[src/rtl/cache_pkg.sv]
// Shared definitions for the data-cache sequencing logic and its tag/data arrays.
package cache_pkg;

  localparam int unsigned WPB_DEFAULT   = 4;
  localparam int unsigned OFF_W_DEFAULT = $clog2(WPB_DEFAULT);

  typedef enum logic [1:0] {
    IDLE   = 2'd0,
    WRITE  = 2'd1,
    REFILL = 2'd2,
    RESUME = 2'd3
  } state_e;

  // Word-offset width for a block of wpb words.
  function automatic int unsigned off_w(input int unsigned wpb);
    return $clog2(wpb);
  endfunction

endpackage

[src/rtl/cache_controller_refill_counter.sv]
// Word counter that walks the block offset during a refill burst.
module refill_counter
  import cache_pkg::*;
#(
  parameter int unsigned WPB   = WPB_DEFAULT,
  parameter int unsigned OFF_W = off_w(WPB)
) (
  input  logic             clk,
  input  logic             rst_n,
  input  logic             clr,
  input  logic             inc,
  output logic [OFF_W-1:0] count,
  output logic             last
);

  always_ff @(posedge clk) begin
    if (!rst_n) begin
      count <= '0;
    end else if (clr) begin
      count <= '0;
    end else if (inc) begin
      count <= count + OFF_W'(1);
    end
  end

  assign last = (count == OFF_W'(WPB - 1));

endmodule

[src/rtl/cache_controller.sv]
// Data-cache sequencer: write-through, no-write-allocate, direct-mapped; stalls
// the core on misses and writes and drives the main-memory word handshake.
module cache_controller
  import cache_pkg::*;
#(
  parameter int unsigned WPB   = WPB_DEFAULT,
  parameter int unsigned CNT_W = 16
) (
  input  logic                    clk,
  input  logic                    rst_n,
  input  logic                    MemRead,
  input  logic                    MemWrite,
  input  logic                    Hit,
  input  logic                    mem_ready,
  output logic                    Stall,
  output logic                    mem_rd,
  output logic                    mem_wr,
  output logic [$clog2(WPB)-1:0]  mem_word,
  output logic                    refill_we,
  output logic                    tag_we,
  output logic                    cache_wr_en,
  output logic [CNT_W-1:0]        hit_cnt,
  output logic [CNT_W-1:0]        miss_cnt
);

  localparam int unsigned OFF_W = off_w(WPB);

  state_e           state_q, state_d;
  logic             hit_q, hit_d;
  logic             cnt_clr, cnt_inc, cnt_last;
  logic             hit_inc, miss_inc;
  logic [OFF_W-1:0] word_cnt;

  refill_counter #(
    .WPB   (WPB),
    .OFF_W (OFF_W)
  ) u_refill_counter (
    .clk   (clk),
    .rst_n (rst_n),
    .clr   (cnt_clr),
    .inc   (cnt_inc),
    .count (word_cnt),
    .last  (cnt_last)
  );

  always_ff @(posedge clk) begin
    if (!rst_n) begin
      state_q <= IDLE;
      hit_q   <= 1'b0;
    end else begin
      state_q <= state_d;
      hit_q   <= hit_d;
    end
  end

  // Bring-up counters saturate rather than wrap.
  always_ff @(posedge clk) begin
    if (!rst_n) begin
      hit_cnt  <= '0;
      miss_cnt <= '0;
    end else begin
      if (hit_inc && (hit_cnt != {CNT_W{1'b1}})) begin
        hit_cnt <= hit_cnt + CNT_W'(1);
      end
      if (miss_inc && (miss_cnt != {CNT_W{1'b1}})) begin
        miss_cnt <= miss_cnt + CNT_W'(1);
      end
    end
  end

  // Stall in IDLE is Mealy so the core never advances on the miss/write cycle.
  always_comb begin
    state_d     = state_q;
    hit_d       = hit_q;
    Stall       = 1'b0;
    mem_rd      = 1'b0;
    mem_wr      = 1'b0;
    mem_word    = '0;
    refill_we   = 1'b0;
    tag_we      = 1'b0;
    cache_wr_en = 1'b0;
    cnt_clr     = 1'b0;
    cnt_inc     = 1'b0;
    hit_inc     = 1'b0;
    miss_inc    = 1'b0;

    unique case (state_q)
      IDLE: begin
        if (MemWrite) begin
          Stall   = 1'b1;
          hit_d   = Hit;
          state_d = WRITE;
        end else if (MemRead && !Hit) begin
          Stall    = 1'b1;
          cnt_clr  = 1'b1;
          miss_inc = 1'b1;
          state_d  = REFILL;
        end else if (MemRead) begin
          hit_inc = 1'b1;
        end
      end

      WRITE: begin
        Stall  = 1'b1;
        mem_wr = 1'b1;
        if (mem_ready) begin
          cache_wr_en = hit_q;
          state_d     = RESUME;
        end
      end

      REFILL: begin
        Stall    = 1'b1;
        mem_rd   = 1'b1;
        mem_word = word_cnt;
        if (mem_ready) begin
          refill_we = 1'b1;
          cnt_inc   = 1'b1;
          if (cnt_last) begin
            tag_we  = 1'b1;
            state_d = RESUME;
          end
        end
      end

      RESUME: begin
        state_d = IDLE;
      end

      default: begin
        state_d = IDLE;
      end
    endcase
  end

endmodule

[config.mk]
export PLATFORM = sky130hd
export DESIGN_NAME = cache_controller
export DESIGN_NICKNAME = d
export VERILOG_FILES = /design/src/rtl/cache_pkg.sv /design/src/rtl/cache_controller_refill_counter.sv /design/src/rtl/cache_controller.sv
export SDC_FILE = /design/constraint.sdc
export NUM_CORES = 1
export LEC_CHECK = 0
export CAP_MARGIN = 15
export CORE_UTILIZATION = 45
export CTS_BUF_LIST = sky130_fd_sc_hd__clkbuf_2 sky130_fd_sc_hd__clkbuf_4 sky130_fd_sc_hd__clkbuf_8
export DETAILED_ROUTE_END_ITERATION = 6
export GPL_ROUTABILITY_DRIVEN = 1
export PLACE_DENSITY = 0.82
export SYNTH_ARGS = -nofsm -noshare
export SYNTH_HDL_FRONTEND = slang
export SYNTH_HIERARCHICAL = 1
export SYNTH_SLANG_ARGS = --single-unit
[constraint.sdc]
create_clock -name clk -period 3 [get_ports clk]
set_input_delay 0.6 -clock clk [delete_from_list [all_inputs] [get_ports clk]]
set_output_delay 0.6 -clock clk [all_outputs]
set_load 0.1 [all_outputs]
# After elaboration in Yosys (flattened, before gate mapping)
# Index checks and enable logic that the tools add are counted.
[totals] regBits=37 input_bits=6 output_inout_bits=40 word_cells=53
[classes] n_addsub=3 n_eq_ne=10 mux=25 bitwise=1 n_reduce_logical=9
[op_table] cell="$add 16x1->16 const B" count=2
[op_table] cell="$ne 16x16->1 const B" count=2
[op_table] cell="$mux 1" count=17
[op_table] cell="$mux 2" count=6
[op_table] cell="$pmux 2 s4" count=1
[op_table] cell="$eq 2x2->1 const B" count=3
[op_table] cell="$ne 2x2->1 const B" count=3
[op_table] cell="$reduce_and 4->1" count=1
[op_table] cell="$reduce_or 2->1" count=2
[op_table] cell="$logic_and 1x1->1" count=3
[op_table] cell="$ne 3x3->1 const B" count=1
[op_table] cell="$add 2x1->2 const B" count=1
[op_table] cell="$eq 2x1->1 const B" count=1
[op_table] cell="$logic_not 2->1" count=1
[op_table] cell="$pmux 1 s2" count=1
[op_table] cell="$reduce_and 2->1" count=1
[op_table] cell="$logic_not 1->1" count=1
[op_table] cell="$not 1->1" count=1

# Longest topological paths before layout
[depth] word_depth=6 ltp_mapped=7 ltp_nobuf=7

# By module
# The synthesis kept the hierarchy.
[by_module_without_submodules] mod="cache_controller" instances=1 cells_each=233 area_each_um2=1938.1 seq_area_each_um2=700.7
[by_module_without_submodules] mod="refill_counter" instances=1 cells_each=8 area_each_um2=85.1 seq_area_each_um2=40.0

# Least setup slack after synthesis
# No wires, ideal clock.
[synth_path] path_type="input to output" startpoint="input port MemWrite" endpoint="output port Stall" arrival_ps=2327 required_ps=2400 slack_ps=73 stages=3 path_buffers=1 cell_sequence="buf_2 > o21ai_0 > a21oi_1"
[synth_between] elab_chain_len=2
[synth_lines] element="start, declared" line="cache_controller.sv:12" rtl="input logic MemWrite,"
[synth_lines] element="$mux 1" line="cache_controller.sv:89" rtl="if (MemWrite) begin"
[synth_lines] element="$pmux 1 s2" line="cache_controller.sv:87" rtl="unique case (state_q)"
[synth_lines] element="end, declared" line="cache_controller.sv:15" rtl="output logic Stall,"
# Every way passes these cells.

# Worst setup path after layout
[layout_path] startpoint="input port MemRead" endpoint="output port Stall"
[layout_between] elab_chain_len=4
[layout_lines] element="start, declared" line="cache_controller.sv:11" rtl="input logic MemRead,"
[layout_lines] element="$logic_and 1x1->1" line="cache_controller.sv:93" rtl="end else if (MemRead && !Hit) begin"
[layout_lines] element="$mux 1" line="cache_controller.sv:93"
[layout_lines] element="$mux 1" line="cache_controller.sv:89"
[layout_lines] element="$pmux 1 s2" line="cache_controller.sv:87"
# Every way passes these cells.

==> impl_results.md <==
- Status: complete, no violations
- CTS tree: yes
- Starting DRC count in detailed routing: 113
- Post-Synth XOR/XNOR Area: less than 1%
- Routability Congestion: 0.760
- Post-Synth Simple-Gate Area: between 30% and 40%
- Post-Syn Area: 0.00202 mm²
- Fin crit period: 2480 ps
- Final core occ: 59.7%
- Max-slew violation count: 0
- Max incr delay on CP: 530 ps
- DR DRC count: 0
- CP arrival: around 1900 ps
- Longest Clk Path Bufs: 2
- WS Path Type: in2out
- Ports: 46
- Worst EP required: 2400 ps
- MaxCap Viol Count: 0
- Hold_buf cts: 0
- Final TNS setup: 0 ps
- Starting Density: 46.8%
- Synth Area in Adders: under 10%
- Syn avg cell area: 8.39 µm²
- Relative max-transition margin: 51.9%
- Die width: 69.1 µm
- Number of global-route vias before repair: 1706
- Fin. Hold Viols: 0
- # nets final: between 300 and 400
- CP max FO: 4
- Net Count, Synth: approximately 260
- Final period utilization: 82.7%
- Largest family of logic cells by synthesized area: simple AND/OR/NAND/NOR gates
- Worst path cell trace: clkdlybuf4s50_1 -> nor2b_1 -> o21ai_0 -> a21oi_1 -> buf_12
- Die area: 0.00477 mm²
- Yosys cell types: 42
- PortBufs: between 40 and 50
- Largest net degree at the start of global routing: 29
- Area of the multi-input gates: 0.00121 mm²
- Count leader, synth: dfxtp_1
- Critical Path End Type: output pin
- Clock sinks: 37
- Synthesis-to-finish area growth: 27.6%
- Clk_skew: 6.19 ps
- Routed WL per cell: 13.3 µm
- Post-CTS setup buffers: 0
- Synth area leader: dfxtp_1
- H-Tree Depth: 2
- Pwr dens: 561 mW/mm²
- Vias per cell: 5.82
- FMAX: between 400 and 500 MHz
- Synth area leaders: dfxtp_1, a21oi_1, ha_1, o31ai_1, or4_1
- Vias: 1983
- # fillers: 399
- Synth warnings: 6
- Top cell type's share of synthesized area: 36.6%
- WL final: 4.53 mm
- Root buf cell: clkbuf_8
- Commonest cells in the netlist: dfxtp_1, a21oi_1, nand2_1
- Leakage Power: 0.967 nW
- Worst IR drop on VDD: about 0.44 mV
- First-pass GRT wire length: 7.77 mm
- Post-synthesis mux area share: 3.46%
- Critical path startpoint category: input port
- CP bufs+invs: 2
- Initial antenna violation count: 0
- Sequential share of the synthesized area: 36.6%
- ANT cells: 0
- Latest clock arrival within the worst-skew pair: 290 ps
- Dpl hpwl: 3.21 mm
- Hold crit path type: reg2reg
- Layout cells sized above 1: between 20% and 30%
- CTS buffer count: 5
- Share of flip-flops with an asynchronous set or reset: 0%
- First drt pass iteration count: 4
- Seq cells post-synth: 37
- Worst-Margin Slew: 712 ps
- Final ANT Viol Nets: 0
- RSZ-0062 raised after global routing: no
- Total core area: 0.00432 mm²
- Cell count after synthesis: 241
- Slowest-stage cell, CP: clkdlybuf4s50_1
- # rows: 24
- Sequential cell area: between 700 and 800 µm²
- Worst-path clk slew: 70 ps
- Post-synth EDFFs: 0
- PostCTS Resize Cnt: 0
- Total track usage: 19.7%
- Compound-gate portion of the synthesized area: 16.6%
- Ys flop type: dfxtp_1
- Die H: 69.1 µm
- Final setup viols: 0
- CP top delay family: buffers and inverters
- Grt ovf: 0
==> worst register-to-register path: cells and delay by family, from the launching register on <==
kind / cells / cell delay, ps
multiplexers: 1 / 200
buffers and inverters: 2 / 330
adder cells (fa/ha/maj): 1 / 320
AND/OR/NAND/NOR: 3 / 950
flip-flops: 1 / 330
==> sequential cells by signal, indices dropped and copies added, names as in the netlist <==
| name | flops |
|---|---|
| miss_cnt | 16 |
| hit_cnt | 16 |
| state_q | 2 |
| hit_q | 1 |
| u_refill_counter/count | 2 |
==> stage by stage <==
stage                     total power (W)  setup slack (ps)  std cells  instance area [µm²]  hold WS (ps)
after floorplan                  0.000953              72.7        241                 2020           432
after global placement            0.00109               471        333                 2490           465
after detailed placement          0.00109               365        333                 2490           466
after CTS                         0.00145               515        341                 2580           477
after global routing              0.00152               394        341                 2580           495
final                             0.00145               519        341                 2580           471
==> report_power, final <==
group | switching (W) | leakage [nW] | internal [W]
clock | 0.000175 | 0.0498 | 0.000192
sequential | 0.0000216 | 0.299 | 0.000512
combinational | 0.000378 | 0.618 | 0.000170
total | 0.000575 | 0.967 | 0.000874
==> layout by cell type (no fill, tap or decap), drive strengths merged, types with 2 or more instances in the layout <==
master / instances
o31ai: 12
nand3: 12
nor2b: 2
a21oi: 25
nor4: 6
nand2b: 7
dfxtp: 37
and4: 5
mux2i: 7
buf: 46
nand4: 9
a211oi: 2
nor4b: 2
nand2: 17
nand3b: 3
and2: 4
clkbuf: 8
ha: 9
or4: 12
clkdlybuf4s50: 5
inv: 9
o21ai: 10
nor3: 6
or3: 7
nor2: 8
and3: 5
==> final cells by class <==
type | count | share of cell area (%)
timing repair buffer | 51 | 17.2
inverter | 9 | 1.31
sequential | 37 | 28.7
clock buffer | 8 | 3.54
multi-input combinational | 184 | 46.7
tap | 52 | 2.52
==> kinds of logic after synthesis <==
group	after synthesis
buf+inv	20
mux	7
compound gates	56
xor+xnor	2
simple gates	110
fa+ha+maj	9
flops	37
==> per-layer routing <==
metal  track usage, %  vias up  wire length (µm)
met1             24.8      926              2140
met5                0        -                 0
met4             7.48        0                65
met2             31.7       39              2130
li1                 -     1012                 -
met3             5.85        6               202
==> worst paths after layout <==
path	from	cells after the start	slack, ps	endpoint
setup / recovery	MemRead	5	520	Stall
hold reg to reg	hit_q$_SDFFE_PN0P_	2	470	hit_q$_SDFFE_PN0P_
setup reg to reg	state_q[0]$_SDFFE_PN0P_	7	800	hit_cnt[10]$_SDFFE_PN0P_
hold / removal	hit_q$_SDFFE_PN0P_	2	470	hit_q$_SDFFE_PN0P_
Note: power is estimated with default switching activity, not from simulation.
